<file path="src/rtl/instruction_fetch_if.sv">
// Fetch-unit bus bundle: program-counter request, instruction-memory port and decode handoff.
interface instruction_fetch_if #(
    parameter int unsigned ADDRESS_WIDTH = 32
);
    logic [ADDRESS_WIDTH-1:0] fetch_address;
    logic                     fetch_valid;
    logic                     fetch_ready;
    logic                     flush;
    logic [ADDRESS_WIDTH-1:0] memory_address;
    logic                     memory_request;
    logic                     memory_grant;
    logic                     memory_response_valid;
    logic [31:0]              memory_response_data;
    logic [31:0]              instruction;
    logic [ADDRESS_WIDTH-1:0] instruction_address;
    logic                     instruction_valid;
    logic                     instruction_ready;
    logic [1:0]               fault;

    modport slave (
        input  fetch_address, fetch_valid, flush, memory_grant,
               memory_response_valid, memory_response_data, instruction_ready,
        output fetch_ready, memory_address, memory_request,
               instruction, instruction_address, instruction_valid, fault
    );

    modport master (
        output fetch_address, fetch_valid, flush, memory_grant,
               memory_response_valid, memory_response_data, instruction_ready,
        input  fetch_ready, memory_address, memory_request,
               instruction, instruction_address, instruction_valid, fault
    );
endinterface

</file>
<file path="src/rtl/instruction_fetch.sv">
// Instruction fetch unit: accepts word-aligned fetches, runs one instruction-memory
// transaction at a time and hands the word (or a fault) to decode.
module instruction_fetch #(
    parameter int unsigned ADDRESS_WIDTH  = 32,
    parameter int unsigned TIMEOUT_CYCLES = 255
) (
    input logic                clock,
    input logic                reset,
    instruction_fetch_if.slave bus
);
    localparam int unsigned COUNT_WIDTH      = 8;
    localparam logic [1:0]  FAULT_NONE       = 2'd0;
    localparam logic [1:0]  FAULT_MISALIGNED = 2'd1;
    localparam logic [1:0]  FAULT_TIMEOUT    = 2'd2;

    typedef enum logic [1:0] {IDLE, REQUEST, WAIT, HOLD} state_t;

    state_t                 state;
    logic [COUNT_WIDTH-1:0] wait_count;
    logic                   discard;
    logic                   fetch_transfer;
    logic                   misaligned;
    logic                   timeout_hit;

    // Ready is combinational so a releasing HOLD can take the next fetch in the same cycle.
    assign bus.fetch_ready = !reset && !bus.flush &&
                             ((state == IDLE) || ((state == HOLD) && bus.instruction_ready));
    assign fetch_transfer  = bus.fetch_valid && bus.fetch_ready;
    assign misaligned      = (bus.fetch_address[1:0] != 2'b00);
    assign timeout_hit     = ((wait_count + COUNT_WIDTH'(1)) == COUNT_WIDTH'(TIMEOUT_CYCLES));

    always_ff @(posedge clock) begin
        if (reset) begin
            state                   <= IDLE;
            wait_count              <= '0;
            discard                 <= 1'b0;
            bus.memory_request      <= 1'b0;
            bus.memory_address      <= '0;
            bus.instruction_valid   <= 1'b0;
            bus.instruction         <= '0;
            bus.instruction_address <= '0;
            bus.fault               <= FAULT_NONE;
        end else begin
            case (state)
                IDLE: begin
                end
                REQUEST: begin
                    if (bus.memory_grant) begin
                        // A grant alongside flush is already at memory, so it is drained as a discard.
                        bus.memory_request <= 1'b0;
                        wait_count         <= '0;
                        discard            <= bus.flush;
                        state              <= WAIT;
                    end else if (bus.flush) begin
                        bus.memory_request <= 1'b0;
                        state              <= IDLE;
                    end
                end
                WAIT: begin
                    if (bus.memory_response_valid || timeout_hit) begin
                        discard <= 1'b0;
                        if (discard || bus.flush) begin
                            state <= IDLE;
                        end else begin
                            state                 <= HOLD;
                            bus.instruction_valid <= 1'b1;
                            bus.instruction       <= bus.memory_response_valid ? bus.memory_response_data : 32'd0;
                            bus.fault             <= bus.memory_response_valid ? FAULT_NONE : FAULT_TIMEOUT;
                        end
                    end else begin
                        wait_count <= wait_count + COUNT_WIDTH'(1);
                        if (bus.flush) begin
                            discard <= 1'b1;
                        end
                    end
                end
                HOLD: begin
                    if (bus.flush || bus.instruction_ready) begin
                        bus.instruction_valid <= 1'b0;
                        state                 <= IDLE;
                    end
                end
                default: state <= IDLE;
            endcase

            // An accepted fetch overrides the choice above; it only occurs in IDLE or a releasing HOLD.
            if (fetch_transfer) begin
                bus.instruction_address <= ADDRESS_WIDTH'(bus.fetch_address);
                if (misaligned) begin
                    state                 <= HOLD;
                    bus.instruction_valid <= 1'b1;
                    bus.instruction       <= '0;
                    bus.fault             <= FAULT_MISALIGNED;
                end else begin
                    bus.memory_address <= ADDRESS_WIDTH'(bus.fetch_address);
                    bus.memory_request <= 1'b1;
                    state              <= REQUEST;
                end
            end
        end
    end
endmodule
</file>
<file path="src/flat_wrapper.sv">
// flat-port wrapper written by rule: the top's interface ports become plain ports
module instruction_fetch_flat 
#(
    parameter int unsigned ADDRESS_WIDTH  = 32,
    parameter int unsigned TIMEOUT_CYCLES = 255
)
  (clock, reset, bus_fetch_address, bus_fetch_valid, bus_flush, bus_memory_grant, bus_memory_response_valid, bus_memory_response_data, bus_instruction_ready, bus_fetch_ready, bus_memory_address, bus_memory_request, bus_instruction, bus_instruction_address, bus_instruction_valid, bus_fault);
  instruction_fetch_if #(.ADDRESS_WIDTH(ADDRESS_WIDTH)) bus_i ();
  input logic clock;
  input logic reset;
  input wire logic [$bits(bus_i.fetch_address)-1:0] bus_fetch_address;
  input wire logic [$bits(bus_i.fetch_valid)-1:0] bus_fetch_valid;
  input wire logic [$bits(bus_i.flush)-1:0] bus_flush;
  input wire logic [$bits(bus_i.memory_grant)-1:0] bus_memory_grant;
  input wire logic [$bits(bus_i.memory_response_valid)-1:0] bus_memory_response_valid;
  input wire logic [$bits(bus_i.memory_response_data)-1:0] bus_memory_response_data;
  input wire logic [$bits(bus_i.instruction_ready)-1:0] bus_instruction_ready;
  output wire logic [$bits(bus_i.fetch_ready)-1:0] bus_fetch_ready;
  output wire logic [$bits(bus_i.memory_address)-1:0] bus_memory_address;
  output wire logic [$bits(bus_i.memory_request)-1:0] bus_memory_request;
  output wire logic [$bits(bus_i.instruction)-1:0] bus_instruction;
  output wire logic [$bits(bus_i.instruction_address)-1:0] bus_instruction_address;
  output wire logic [$bits(bus_i.instruction_valid)-1:0] bus_instruction_valid;
  output wire logic [$bits(bus_i.fault)-1:0] bus_fault;
  assign bus_i.fetch_address = bus_fetch_address;
  assign bus_i.fetch_valid = bus_fetch_valid;
  assign bus_i.flush = bus_flush;
  assign bus_i.memory_grant = bus_memory_grant;
  assign bus_i.memory_response_valid = bus_memory_response_valid;
  assign bus_i.memory_response_data = bus_memory_response_data;
  assign bus_i.instruction_ready = bus_instruction_ready;
  assign bus_fetch_ready = bus_i.fetch_ready;
  assign bus_memory_address = bus_i.memory_address;
  assign bus_memory_request = bus_i.memory_request;
  assign bus_instruction = bus_i.instruction;
  assign bus_instruction_address = bus_i.instruction_address;
  assign bus_instruction_valid = bus_i.instruction_valid;
  assign bus_fault = bus_i.fault;
  instruction_fetch #(.ADDRESS_WIDTH(ADDRESS_WIDTH), .TIMEOUT_CYCLES(TIMEOUT_CYCLES)) u_core (.clock(clock), .reset(reset), .bus(bus_i));
endmodule
</file>
<file path="config.mk">
export PLATFORM = sky130hd
export DESIGN_NAME = instruction_fetch_flat
export DESIGN_NICKNAME = d
export VERILOG_FILES = /design/src/rtl/instruction_fetch_if.sv /design/src/rtl/instruction_fetch.sv /design/src/flat_wrapper.sv
export SDC_FILE = /design/constraint.sdc
export NUM_CORES = 1
export LEC_CHECK = 0
export ABC_CLOCK_PERIOD_IN_PS = 2730
export BUFFER_PORTS_ARGS = -buffer_cell sky130_fd_sc_hd__buf_2
export CAP_MARGIN = 20
export CORE_UTILIZATION = 45
export CTS_BUF_LIST = sky130_fd_sc_hd__clkbuf_8
export CTS_CLUSTER_DIAMETER = 50
export DETAILED_ROUTE_END_ITERATION = 7
export PLACE_DENSITY = 0.75
export RECOVER_POWER = 25
export SYNTH_ARGS = -nofsm -noshare
export SYNTH_HDL_FRONTEND = slang
export SYNTH_SLANG_ARGS = --single-unit
</file>
<file path="constraint.sdc">
create_clock -name clock -period 2.73 [get_ports clock]
set_input_delay 0.1365 -clock clock [delete_from_list [all_inputs] [get_ports clock]]
set_output_delay 0.1365 -clock clock [all_outputs]
set_load 0.01 [all_outputs]
</file>
Word level (Yosys, flattened, before mapping)
Cells that the tools add are included.

cells by class
  $add $sub $neg = 1
  equality and inequality tests = 10
  multiplexer cells = 38
  bitwise operators = 1
  reduce and logical (&&, ||, !) cells = 18

operators by type and width
  kind                                           count
  two-way mux 32 bit                             6
  two-way mux 2 bit                              13
  two-way mux 8 bit                              2
  case mux 8 bit (2 select lines)                1
  two-way mux 1 bit                              13
  adder 8 x 1 -> 8 bit, second input constant    1
  == test 8 bit, second input constant           1
  != test 3 x 2 -> 1 bit, second input constant  2
  case mux 2 bit (3 select lines)                1
  AND reduction 3 bit                            2
  == test 2 bit, second input constant           2
  logical AND 1 bit                              4
  logical OR 1 bit                               4
  != test 2 bit, second input constant           2
  != test 4 x 3 -> 1 bit, second input constant  1
  case mux 1 bit (2 select lines)                2
  AND reduction 4 bit                            1
  nonzero test 2 bit                             2
  nonzero test 4 bit                             1
  != test 3 x 1 -> 1 bit, second input constant  1
  == test 2 x 1 -> 1 bit, second input constant  1
  zero test 1 bit                                2
  zero test 2 bit                                1
  AND reduction 2 bit                            1
  inverter 1 bit                                 1

storage, ports and cells
  bits in registers = 111
  output and inout port bits = 101
  logic and storage cells = 77

Depth between registers and ports, before layout
Gate-level depths: netlist of the first run.

  depth in word-level cells = 7
  depth in mapped cells = 9
  depth with buffers taken out = 7

Worst setup path after synthesis of the first run
Ideal clock, no wire load.

  kind = register to register
  from = register u_core.state[0]
  to = register u_core.state[0]
  library setup time = 0.088 ns
  arrival = 1.644 ns
  data required time = 2.642 ns
  slack = 0.998 ns
  stages on the path, launching flop included = 8
  clock period less this slack = 1.732 ns
  path through = dfxtp_1 -> inv_1 -> ha_1 -> a21oi_2 -> nor2_4 -> a211o_1 -> and2_1 -> a311oi_2

on the way
  word-level cells in the longest chain between the ends = 7
  elaborated cells between the ends (all ways) = 15

RTL lines
  what                                                            line                                              text
  start: declaration                                              instruction_fetch.sv:18                           state_t state;
  start signal: assignment                                        instruction_fetch.sv:34                           state <= IDLE;
  start signal: assignment                                        instruction_fetch.sv:53                           state <= WAIT;
  start signal: assignment                                        instruction_fetch.sv:56                           state <= IDLE;
  == test 2 bit                                                   instruction_fetch.sv:27, instruction_fetch.sv:44
  logical AND 1 bit                                               instruction_fetch.sv:27                           ((state == IDLE) || ((state == HOLD) && bus.instruction_ready));
  logical OR 1 bit                                                instruction_fetch.sv:27
  logical AND 1 bit                                               instruction_fetch.sv:26                           assign bus.fetch_ready = !reset && !bus.flush &&
  logical AND 1 bit                                               instruction_fetch.sv:28                           assign fetch_transfer = bus.fetch_valid && bus.fetch_ready;
  != test 4 x 3 -> 1 bit (no line), or another cell as far along  n/a
  AND reduction 4 bit (no line)                                   n/a

Several ways; a longest one is shown, not always the timed one.
A chain may end at the register's enable or synchronous reset.

Worst setup path after layout of the first run
  from = register u_core.state[0]
  to = register u_core.bus.instruction[29] (netlist bit)

on the way
  word-level cells in the longest chain between the ends = 6
  elaborated cells between the ends (all ways) = 10

RTL lines
  what                    line                        text
  == test 2 bit           instruction_fetch.sv:27
  logical AND 1 bit       instruction_fetch.sv:27
  logical OR 1 bit        instruction_fetch.sv:27
  logical AND 1 bit       instruction_fetch.sv:26
  logical AND 1 bit       instruction_fetch.sv:28
  two-way mux 32 bit *    instruction_fetch.sv:87     if (fetch_transfer) begin
  end signal: assignment  instruction_fetch.sv:67     bus.instruction <= bus.memory_response_valid ? bus.memory_response_data : 32'd0;
  end: declaration        instruction_fetch_if.sv:24  instruction, instruction_address, instruction_valid, fault

Every way passes the cells marked *; elsewhere a longest branch is shown, timed or not.

==> impl_metrics.json, run 1 <==
{
  "finClkSkew_ns": 0.0167,
  "p_switching_mw": 1.04,
  "syn_avg_cell_area_um2": 8.15,
  "overflow": 0,
  "pwr-share-seq_pct": 49.8,
  "worst_slew_pin_slew_ns": 0.873,
  "syn-instance-count": 529,
  "hold_end": "u_core.bus.instruction[17]$_SDFF_PP0_",
  "grt_max_degree": 75,
  "synthesis.area_um2": 4310,
  "slowest_delay_ns": 0.71,
  "vias_per_cell": 5.04,
  "grt_antenna_before_repair": 0,
  "setup_ws_ns": 0.267,
  "final_max_slew_viol_count": 0,
  "nets": 788,
  "worst-setup-path-type": "flip-flop to flip-flop",
  "grt.total_usage_pct": 22.7,
  "synth_fp_nets": 607,
  "setup_tns_ns": 0,
  "htree_levels": 3,
  "cp_cell_sequence": "ha_1 > a21oi_2 > nor2_4 > nand2_1 > nand2b_1 > buf_4 > a21oi_1",
  "grt_first_pass_wirelength_um": 18200,
  "startpoint_type": "flip-flop",
  "yosys_warnings": 0,
  "cts_tree": "done",
  "place_ws_ns": 0.310,
  "pwr-share-clk_pct": 29.9,
  "drc": 0,
  "clock-sinks": 111,
  "yosys.area.top_type": "dfxtp_1",
  "min_period_over_period_pct": 90.2,
  "initial_core_util_pct": 46.6,
  "vias": 4245,
  "status": "complete, no violations",
  "crit_path_end_kind": "flip-flop",
  "setup_viol": 0,
  "place_congestion": 0.800,
  "netSwitchingFraction_pct": 29.2,
  "layout-drive-gt1-share_pct": 21.4,
  "synth_cell_types": 43,
  "ys_seq_area_share_pct": 51.6,
  "rrSetupSlack_ns": 0.27,
  "p_per_area_nw_per_um2": 629,
  "fmax_mhz": 406,
  "area_delta_synth_final_pct": 31.0,
  "worstSkewPairLatency_ns": 0.36,
  "startpoint": "u_core.state[0]$_SDFFE_PP0P_",
  "timing.rr.end": "u_core.bus.instruction[29]$_SDFF_PP0_",
  "hold_class": "input port to flip-flop",
  "p_int_mw": 2.51,
  "placementRows": 35,
  "pin_count": 172,
  "r2r_cells": 7,
  "min_period_ns": 2.46,
  "async_reset_ff_share_pct": 0,
  "rsz0062_at_grt": "false",
  "die_x_um": 99.9,
  "cp.arrival_ns": 2.69,
  "synth_area_leaders": "dfxtp_1, nand2_1, a21oi_1, o21ai_0, ha_1",
  "grt_pass1_vias": 3996,
  "drtAntennaViolNets": 0,
  "critPathRequiredTime_ns": 2.96,
  "drt-initial-drc-count": 181,
  "dieArea_um2": 9970,
  "dieHeight_um": 99.9,
  "ys_ff_latch": 111,
  "max_cap_viol_count": 0,
  "cts_resized": 0,
  "portBuffers": 171,
  "cts_buffers": 9,
  "root_buffer": "clkbuf_8",
  "p_leak_nw": 2.19,
  "ir_drop_uv": 296,
  "power_frac_comb_pct": 20.3,
  "hold_start": "bus_memory_response_data[17]",
  "path_max_fanout": 35,
  "dp.final_hpwl_um": 7550,
  "routedWlPerCell_um": 13.5,
  "drt_wl_total_um": 11400,
  "synth_ff_type": "dfxtp_1",
  "coreArea_um2": 9240,
  "hold_depth": 3,
  "dr.pass1.iters": 7,
  "slowest_stage": "nor2_4",
  "synth_edf_count": 0,
  "r2r-start": "u_core.state[0]$_SDFFE_PP0P_",
  "hold_viol": 0,
  "yosysTopAreaCellShare_pct": 51.6,
  "clk_pin_slew_worst_paths_ns": 0.09,
  "clockBufferDepth": 2,
  "diodes": 0,
  "relSlewSlack_pct": 41.7
}
## cell type report
class	count	area (um2)
Fill cell	834	3590
Sequential cell	111	2220
Multi-Input combinational cell	374	1880
Timing Repair Buffer	208	1140
Tap cell	129	161
Clock buffer	9	124
Clock inverter	6	93.8
Inverter	6	22.5
## critical path, delay by kind of cell, from the launching register on
kind / cells / cell delay (ns)
AOI/OAI and AO/OA: 2 / 0.23
adders and majority gates: 1 / 0.28
buffers and inverters: 1 / 0.33
DFF: 1 / 0.43
and+or+nand+nor: 3 / 1.07
## flip-flops by register name, indices dropped and copies added (netlist names)
signal and cells:
u_core.bus.instruction 32, u_core.bus.instruction_address 32, u_core.bus.memory_address 32, u_core.wait_count 8
u_core.bus.fault 2, u_core.state 2, u_core.bus.instruction_valid 1, u_core.bus.memory_request 1
u_core.discard 1
## power groups by stage
stage                     Sequential [mW]  Clock [mW]  Combinational [mW]
final                                1.77        1.06               0.721
after global routing                 1.78        1.15               0.806
after CTS                            1.77        1.09               0.726
after detailed placement             1.81           0               0.691
after global placement               1.80           0               0.673
after floorplan                      1.83           0               0.434
## how the worst max path moves through the flow
stage	end	slack (ns)	depth (start not counted)
3_3_place_gp	u_core.bus.fault[1]$_SDFF_PP0_	0.39	7
2_1_floorplan	u_core.state[0]$_SDFFE_PP0P_	1.0	7
6_report	u_core.bus.instruction[29]$_SDFF_PP0_	0.27	7
5_1_grt	u_core.bus.fault[1]$_SDFF_PP0_	0.05	7
3_5_place_dp	u_core.bus.fault[1]$_SDFF_PP0_	0.31	7
4_1_cts	u_core.bus.fault[1]$_SDFF_PP0_	0.28	7
## layout by cell type, fill, tap and decap left out, types with 3 or more instances in the layout
cell type and n:
nand2_1 163, buf_2 118, dfxtp_1 111, a21oi_1 105, clkbuf_1 53, o21ai_0 35
dlygate4sd3_1 29, clkbuf_8 9, nand2b_1 8, ha_1 7, buf_4 7, inv_1 6
nor2_1 6, a31oi_1 6, nand3_1 4, a21oi_2 3, and3_1 3, and2_1 3
## per-layer routing
layer | vias to the layer above | global-route usage (%) | share of wire [%]
met5 | - | 0 | 0
met4 | 0 | 9.50 | 1.9
met3 | 21 | 5.99 | 8.2
met2 | 176 | 38.9 | 47
met1 | 1932 | 26.8 | 43
li1 | 2116 | - | -
## per-stage QoR
step                hold slack [ns]  util [%]  instances  cell area (um2)  total power, mW
finish                       0.0171      61.1        843             5650             3.55
global placement              0.377      56.2        798             5190             2.47
global route                0.00221      61.1        843             5650             3.74
CTS                        0.000128      61.7        842             5700             3.59
floorplan                     0.271         -        529             4310             2.27
detailed placement            0.383      56.2        798             5190             2.50
## kinds of logic after synthesis
family	after synthesis	synth area share, %
compound gates	161	20.5
xor+xnor	3	0.784
fa+ha+maj	7	2.03
buf+inv	44	4.82
flops	111	51.6
mux	1	0.232
simple gates	202	20.1
## cell usage after synthesis (2+ instances only)
master      n
nor2_1      6
buf_6       3
nor3_1      2
xnor2_1     2
o22ai_1     2
nand2b_1    8
and3_1      3
ha_1        7
nand2_1   163
dfxtp_1   111
a21oi_2     3
nand3_1     4
a21oi_1   105
nor3b_1     2
clkbuf_1   21
inv_1       6
and2_1      3
buf_2      13
a31oi_1     6
o21ai_0    35
nor2b_1     2
## repair_timing
action                                 4_1_cts  5_1_grt
hold buffers                                29        0
buffers inserted                             0        0
endpoints found under the hold margin       30        0
Note: power is estimated with default switching activity, not from simulation.
==> run 2: changes to the inputs <==
- GPL_TIMING_DRIVEN: default -> 0
==> run 2 against run 1 <==
Final area grew 4.9%. First-iteration DRC count shrank 6.1%. Global-route usage grew 1.6 points. Clock power shrank 12%. Wire length grew 7.7%. Critical endpoint is now u_core.bus.instruction[24]$_SDFF_PP0_. Largest cell class unchanged.
==> impl_metrics.json, run 2 (synthesis gave the netlist of run 1 again) <==
{
  "path_max_fanout": 10,
  "portBuffers": 171,
  "drc": 0,
  "dieArea_um2": 9970,
  "grt.total_usage_pct": 24.3,
  "crit_path_end_kind": "flip-flop",
  "setup_viol": 0,
  "coreArea_um2": 9240,
  "clockBufferDepth": 2,
  "drtAntennaViolNets": 0,
  "fmax_mhz": 471,
  "initial_core_util_pct": 46.6,
  "worstSkewPairLatency_ns": 0.37,
  "netSwitchingFraction_pct": 31.1,
  "total_power_mw": 3.47,
  "reg.largest.list": "u_core.bus.instruction (32), u_core.bus.instruction_address (32), u_core.bus.memory_address (32)",
  "routedWlPerCell_um": 13.8,
  "root_buffer": "clkbuf_8",
  "clk_pin_slew_worst_paths_ns": 0.11,
  "vias_per_cell": 4.98,
  "p_switching_mw": 1.08,
  "multi_input_area_um2": 1880,
  "dieHeight_um": 99.9,
  "slowest_delay_ns": 0.38,
  "grt_max_degree": 19,
  "critPathTopFamily": "buffers and inverters",
  "grt_antenna_before_repair": 0,
  "placementRows": 35,
  "pin_count": 172,
  "dr_wl_met3_um": 815,
  "clock-sinks": 111,
  "cp.arrival_ns": 2.42,
  "diodes": 0,
  "slowest_stage": "dfxtp_1",
  "area_delta_synth_final_pct": 37.4,
  "p_leak_nw": 2.32,
  "status": "complete, no violations",
  "cp_cell_sequence": "inv_1 > ha_1 > clkbuf_1 > and3_1 > clkbuf_1 > clkbuf_1 > nand2_1 > a21oi_1",
  "cpMostUsedCell": "clkbuf_1",
  "hold_viol": 0,
  "min_period_over_period_pct": 77.7,
  "grt_first_pass_wirelength_um": 19300,
  "relSlewSlack_pct": 63.9,
  "dp.final_hpwl_um": 8310,
  "die_x_um": 99.9,
  "critPathRequiredTime_ns": 3.03,
  "min_period_ns": 2.12,
  "setup_tns_ns": 0,
  "regArea_um2": 2220,
  "cts_tree": "done",
  "fill_cells": 846,
  "path_buf_inv": 4,
  "drt_wl_total_um": 12300,
  "startpoint_type": "flip-flop",
  "met2_length_um": 5810,
  "ir_drop_uv": 289,
  "worst-setup-path-type": "flip-flop to flip-flop",
  "cts_resized": 0,
  "wl_met1_um": 5400,
  "worst_slew_pin_slew_ns": 0.542,
  "place_congestion": 0.791,
  "nets": 837,
  "drt-initial-drc-count": 170,
  "layout_commonest_cell": "nand2_1",
  "vias": 4449,
  "layout_common_cells": "nand2_1, buf_2, dfxtp_1",
  "overflow": 0,
  "p_per_area_nw_per_um2": 585,
  "rsz0062_at_grt": "false",
  "cts_buffers": 9,
  "pwr-share-seq_pct": 51.1,
  "dr.pass1.iters": 5,
  "max_cap_viol_count": 0,
  "final_max_slew_viol_count": 0,
  "htree_levels": 3,
  "pwr-share-clk_pct": 26.8,
  "grt_pass1_vias": 4160,
  "layout-drive-gt1-share_pct": 21.1,
  "power_frac_comb_pct": 22.1,
  "hold_class": "input port to flip-flop",
  "top_layer": "met4",
  "finClkSkew_ns": 0.00686,
  "p_int_mw": 2.39
}
run 2: cell types whose count changed in the layout (fill, tap and decap cells not counted), sizes merged:
cell | before | now
clkbuf | 62 | 84
dlygate4sd3 | 29 | 48
buf | 126 | 135
bufinv | 2 | 0
inv | 7 | 10
clkinvlp | 1 | 0
run 2: worst reg2reg max path: stages (launching register included):
cell      delay [ns]
dfxtp_1         0.38
inv_1           0.11
ha_1            0.16
clkbuf_1        0.31
and3_1          0.22
clkbuf_1        0.21
clkbuf_1        0.37
nand2_1         0.13
a21oi_1         0.17
run 2: cell type report:
cell class	count	share of cell area, %
Clock inverter	6	0.760
Clock buffer	10	2.32
Inverter	6	0.380
Buffer	38	3.13
Timing Repair Buffer	219	21.4
Multi-Input combinational cell	374	31.7
Tap cell	129	2.72
Sequential cell	111	37.5
run 2: timing repair:
item | CTS | global route
endpoints found under the setup margin | 0 | 0
buffers inserted | 0 | 0
endpoints found under the hold margin | 53 | 0
hold buffers | 48 | 0
run 2: power by group through the flow:
stage / clock (mW) / combinational, mW / sequential [mW]
2_1_floorplan: 0 / 0.434 / 1.83
3_3_place_gp: 0 / 0.695 / 1.80
3_5_place_dp: 0 / 0.717 / 1.81
4_1_cts: 0.943 / 0.772 / 1.77
5_1_grt: 1.01 / 0.861 / 1.78
6_report: 0.928 / 0.767 / 1.77
run 2: final timing paths:
path / start / endpoint / slack (ns) / cells after the start
setup reg to reg: u_core.state[0]$_SDFFE_PP0P_ / u_core.bus.instruction[24]$_SDFF_PP0_ / 0.61 / 8
setup / recovery: u_core.state[0]$_SDFFE_PP0P_ / u_core.bus.instruction[24]$_SDFF_PP0_ / 0.61 / 8
hold reg to reg: u_core.bus.instruction_address[23]$_SDFFE_PP0P_ / u_core.bus.instruction_address[23]$_SDFFE_PP0P_ / 0.46 / 2
hold / removal: bus_fetch_address[18] / u_core.bus.instruction_address[18]$_SDFFE_PP0P_ / 0.01 / 3
run 2: per-stage QoR:
step                      hold slack (ns)  area [um2]  utilization (%)  instances  worst slack [ns]
after floorplan                     0.271        4310                -        529             0.998
after global placement              0.377        5330             57.7        829             0.727
after detailed placement            0.383        5330             57.7        829             0.627
after CTS                        0.000416        5990             64.8        893             0.599
after global routing             0.000162        5920             64.1        893             0.356
final                              0.0117        5920             64.1        893             0.609
run 2: per-layer routing:
| metal | track usage, % | up-vias |
|---|---|---|
| met5 | 0 | - |
| met4 | 9.05 | 0 |
| met3 | 6.13 | 25 |
| met2 | 42.5 | 163 |
| met1 | 28.7 | 2034 |
| li1 | - | 2227 |
==> run 3: changes to the inputs <==
- ABC_CLOCK_PERIOD_IN_PS: 2730 -> 2000
- clock period: 2.73 -> 2 ns (I/O delays scaled with it)
==> run 3 against run 2 <==
First-iteration DRC count shrank 8.8%. Sequential cell count is the same. Global-route usage grew 0.78 points. Wire length grew 2.8%. Critical path type unchanged. Clock skew grew 0.0037 ns. Cell count grew 1.7%. Fmax grew 12%. Sequential power grew 37%. Largest cell class unchanged. Worst hold slack gained 0.092 ns. Register-to-register slack lost 0.50 ns. Highest routed layer unchanged. Critical endpoint is now u_core.bus.instruction[23]$_SDFF_PP0_. Setup slack lost 0.50 ns. Sequential share of layout area shrank 1.2 points.
==> impl_metrics.json, run 3 (synthesis gave the netlist of run 1 again) <==
{
  "grt_antenna_before_repair": 0,
  "area_delta_synth_final_pct": 42.2,
  "startpoint": "u_core.state[1]$_SDFFE_PP0P_",
  "dieHeight_um": 99.9,
  "drt-initial-drc-count": 155,
  "hold_class": "input port to flip-flop",
  "r2r-start": "u_core.state[1]$_SDFFE_PP0P_",
  "met2_length_um": 6060,
  "hold_depth": 4,
  "min_period_ns": 1.89,
  "fin_hold_ws_ns": 0.104,
  "grt_max_degree": 19,
  "clock-sinks": 111,
  "setup_viol": 0,
  "timing.rr.end": "u_core.bus.instruction[23]$_SDFF_PP0_",
  "initial_core_util_pct": 46.6,
  "dieArea_um2": 9970,
  "layout_commonest_cell": "nand2_1",
  "cts_tree": "done",
  "coreArea_um2": 9240,
  "clockBufferDepth": 2,
  "crit_path_end_kind": "flip-flop",
  "cts_buffers": 9,
  "top_layer": "met4",
  "drt_wl_total_um": 12600,
  "p_per_area_nw_per_um2": 781,
  "dr_wl_met3_um": 761,
  "dr.pass1.iters": 4,
  "status": "complete, no violations",
  "htree_levels": 3,
  "placementRows": 35,
  "overflow": 0,
  "grt_pass1_vias": 4282,
  "place_ws_ns": -0.103,
  "rsz0062_at_grt": "false",
  "multi_input_area_um2": 1910,
  "drtAntennaViolNets": 0,
  "die_x_um": 99.9,
  "critPathRequiredTime_ns": 2.28,
  "fill_cells": 817,
  "reg.largest.list": "u_core.bus.instruction (32), u_core.bus.instruction_address (32), u_core.bus.memory_address (32)",
  "finish.utilization_pct": 66.3,
  "worst_slew_pin_slew_ns": 0.561,
  "final_area_um2": 6130,
  "vias_per_cell": 4.93,
  "relSlewSlack_pct": 62.6,
  "post_cts_buffers": 0,
  "place_area_um2": 5330,
  "dp.final_hpwl_um": 8310,
  "hold_viol": 0,
  "placedCellCount": 829,
  "rrSetupSlack_ns": 0.11,
  "finClkSkew_ns": 0.0106,
  "path_max_fanout": 10,
  "regArea_um2": 2220,
  "startpoint_type": "flip-flop",
  "place_congestion": 0.791,
  "worstSkewPairLatency_ns": 0.37,
  "grt_first_pass_wirelength_um": 20000,
  "portBuffers": 171,
  "fmax_mhz": 529,
  "layout-drive-gt1-share_pct": 22.6,
  "worst-setup-path-type": "flip-flop to flip-flop",
  "diodes": 0,
  "setup_ws_ns": 0.110,
  "ir_drop_uv": 444,
  "pin_count": 172,
  "max_cap_viol_count": 0,
  "vias": 4473,
  "hold_start": "bus_memory_grant",
  "hold_end": "u_core.bus.memory_request$_SDFF_PP0_",
  "wl_met1_um": 5560,
  "r2r_cells": 9,
  "final_max_slew_viol_count": 0,
  "cp.arrival_ns": 2.17,
  "fin_cells": 908,
  "grt.total_usage_pct": 25.1,
  "p_leak_nw": 2.44,
  "clk_pin_slew_worst_paths_ns": 0.10,
  "drc": 0,
  "min_period_over_period_pct": 94.5,
  "layout_common_cells": "nand2_1, buf_2, dfxtp_1",
  "root_buffer": "clkbuf_8",
  "routedWlPerCell_um": 13.9,
  "nets": 852
}
-- run 3: changes by cell type in the layout (fill, tap and decap cells not counted), sizes merged --
| cell | delta |
|---|---|
| dlygate4sd3 | +16 |
| buf | +1 |
| clkbuf | -2 |
-- run 3: area by class of cell --
| type | instances | share of cell area (%) |
|---|---|---|
| multi-input combinational | 374 | 31.2 |
| sequential | 111 | 36.3 |
| buffer | 37 | 3.16 |
| clock buffer | 10 | 2.25 |
| tap | 129 | 2.63 |
| timing repair buffer | 235 | 23.4 |
| clock inverter | 6 | 0.735 |
| inverter | 6 | 0.367 |
-- run 3: how the worst max path moves through the flow --
stage	slack, ns	endpoint	cells past startpoint
after floorplan	0.27	u_core.state[0]$_SDFFE_PP0P_	7
after global placement	-0.003	u_core.bus.instruction_address[10]$_SDFFE_PP0P_	8
final	0.11	u_core.bus.instruction[23]$_SDFF_PP0_	9
after global routing	0.007	u_core.wait_count[7]$_SDFFE_PP0P_	7
after CTS	0.02	u_core.bus.instruction[27]$_SDFF_PP0_	7
after detailed placement	-0.10	u_core.bus.instruction_address[6]$_SDFFE_PP0P_	8
-- run 3: through the flow --
| step | setup TNS [ns] | power, mW |
|---|---|---|
| after global placement | -0.00327 | 3.41 |
| final | 0 | 4.78 |
| after CTS | 0 | 4.80 |
| after detailed placement | -1.81 | 3.44 |
| after global routing | 0 | 5.04 |
| after floorplan | 0 | 3.10 |
-- run 3: per-layer routing --
metal,up-vias,global-route usage (%)
met4,0,10.1
met1,2033,29.5
li1,2254,-
met3,20,6.34
met5,-,0
met2,166,43.7
-- run 3: worst max-delay path, cell delays in order, from the launching register on --
cell	delay, ns
dfxtp_1	0.38
inv_1	0.10
ha_1	0.22
a21oi_4	0.23
nor2_4	0.11
nand2_1	0.15
nand2b_1	0.07
buf_2	0.16
buf_2	0.19
a21oi_1	0.19
-- run 3: repair_timing --
| item | 4_1_cts | 5_1_grt |
|---|---|---|
| hold endpoints to repair | 93 | 0 |
| endpoints found under the setup margin | 53 | 42 |
| hold buffers | 64 | 0 |
| resized for setup | 7 | 15 |
| pin swaps | 1 | 1 |
-- run 3: power breakdown --
part	switching, mW	total [mW]	internal, mW
Sequential	0.0805	2.42	2.34
Clock	0.768	1.27	0.498
Combinational	0.634	1.10	0.464
Total	1.48	4.78	3.30
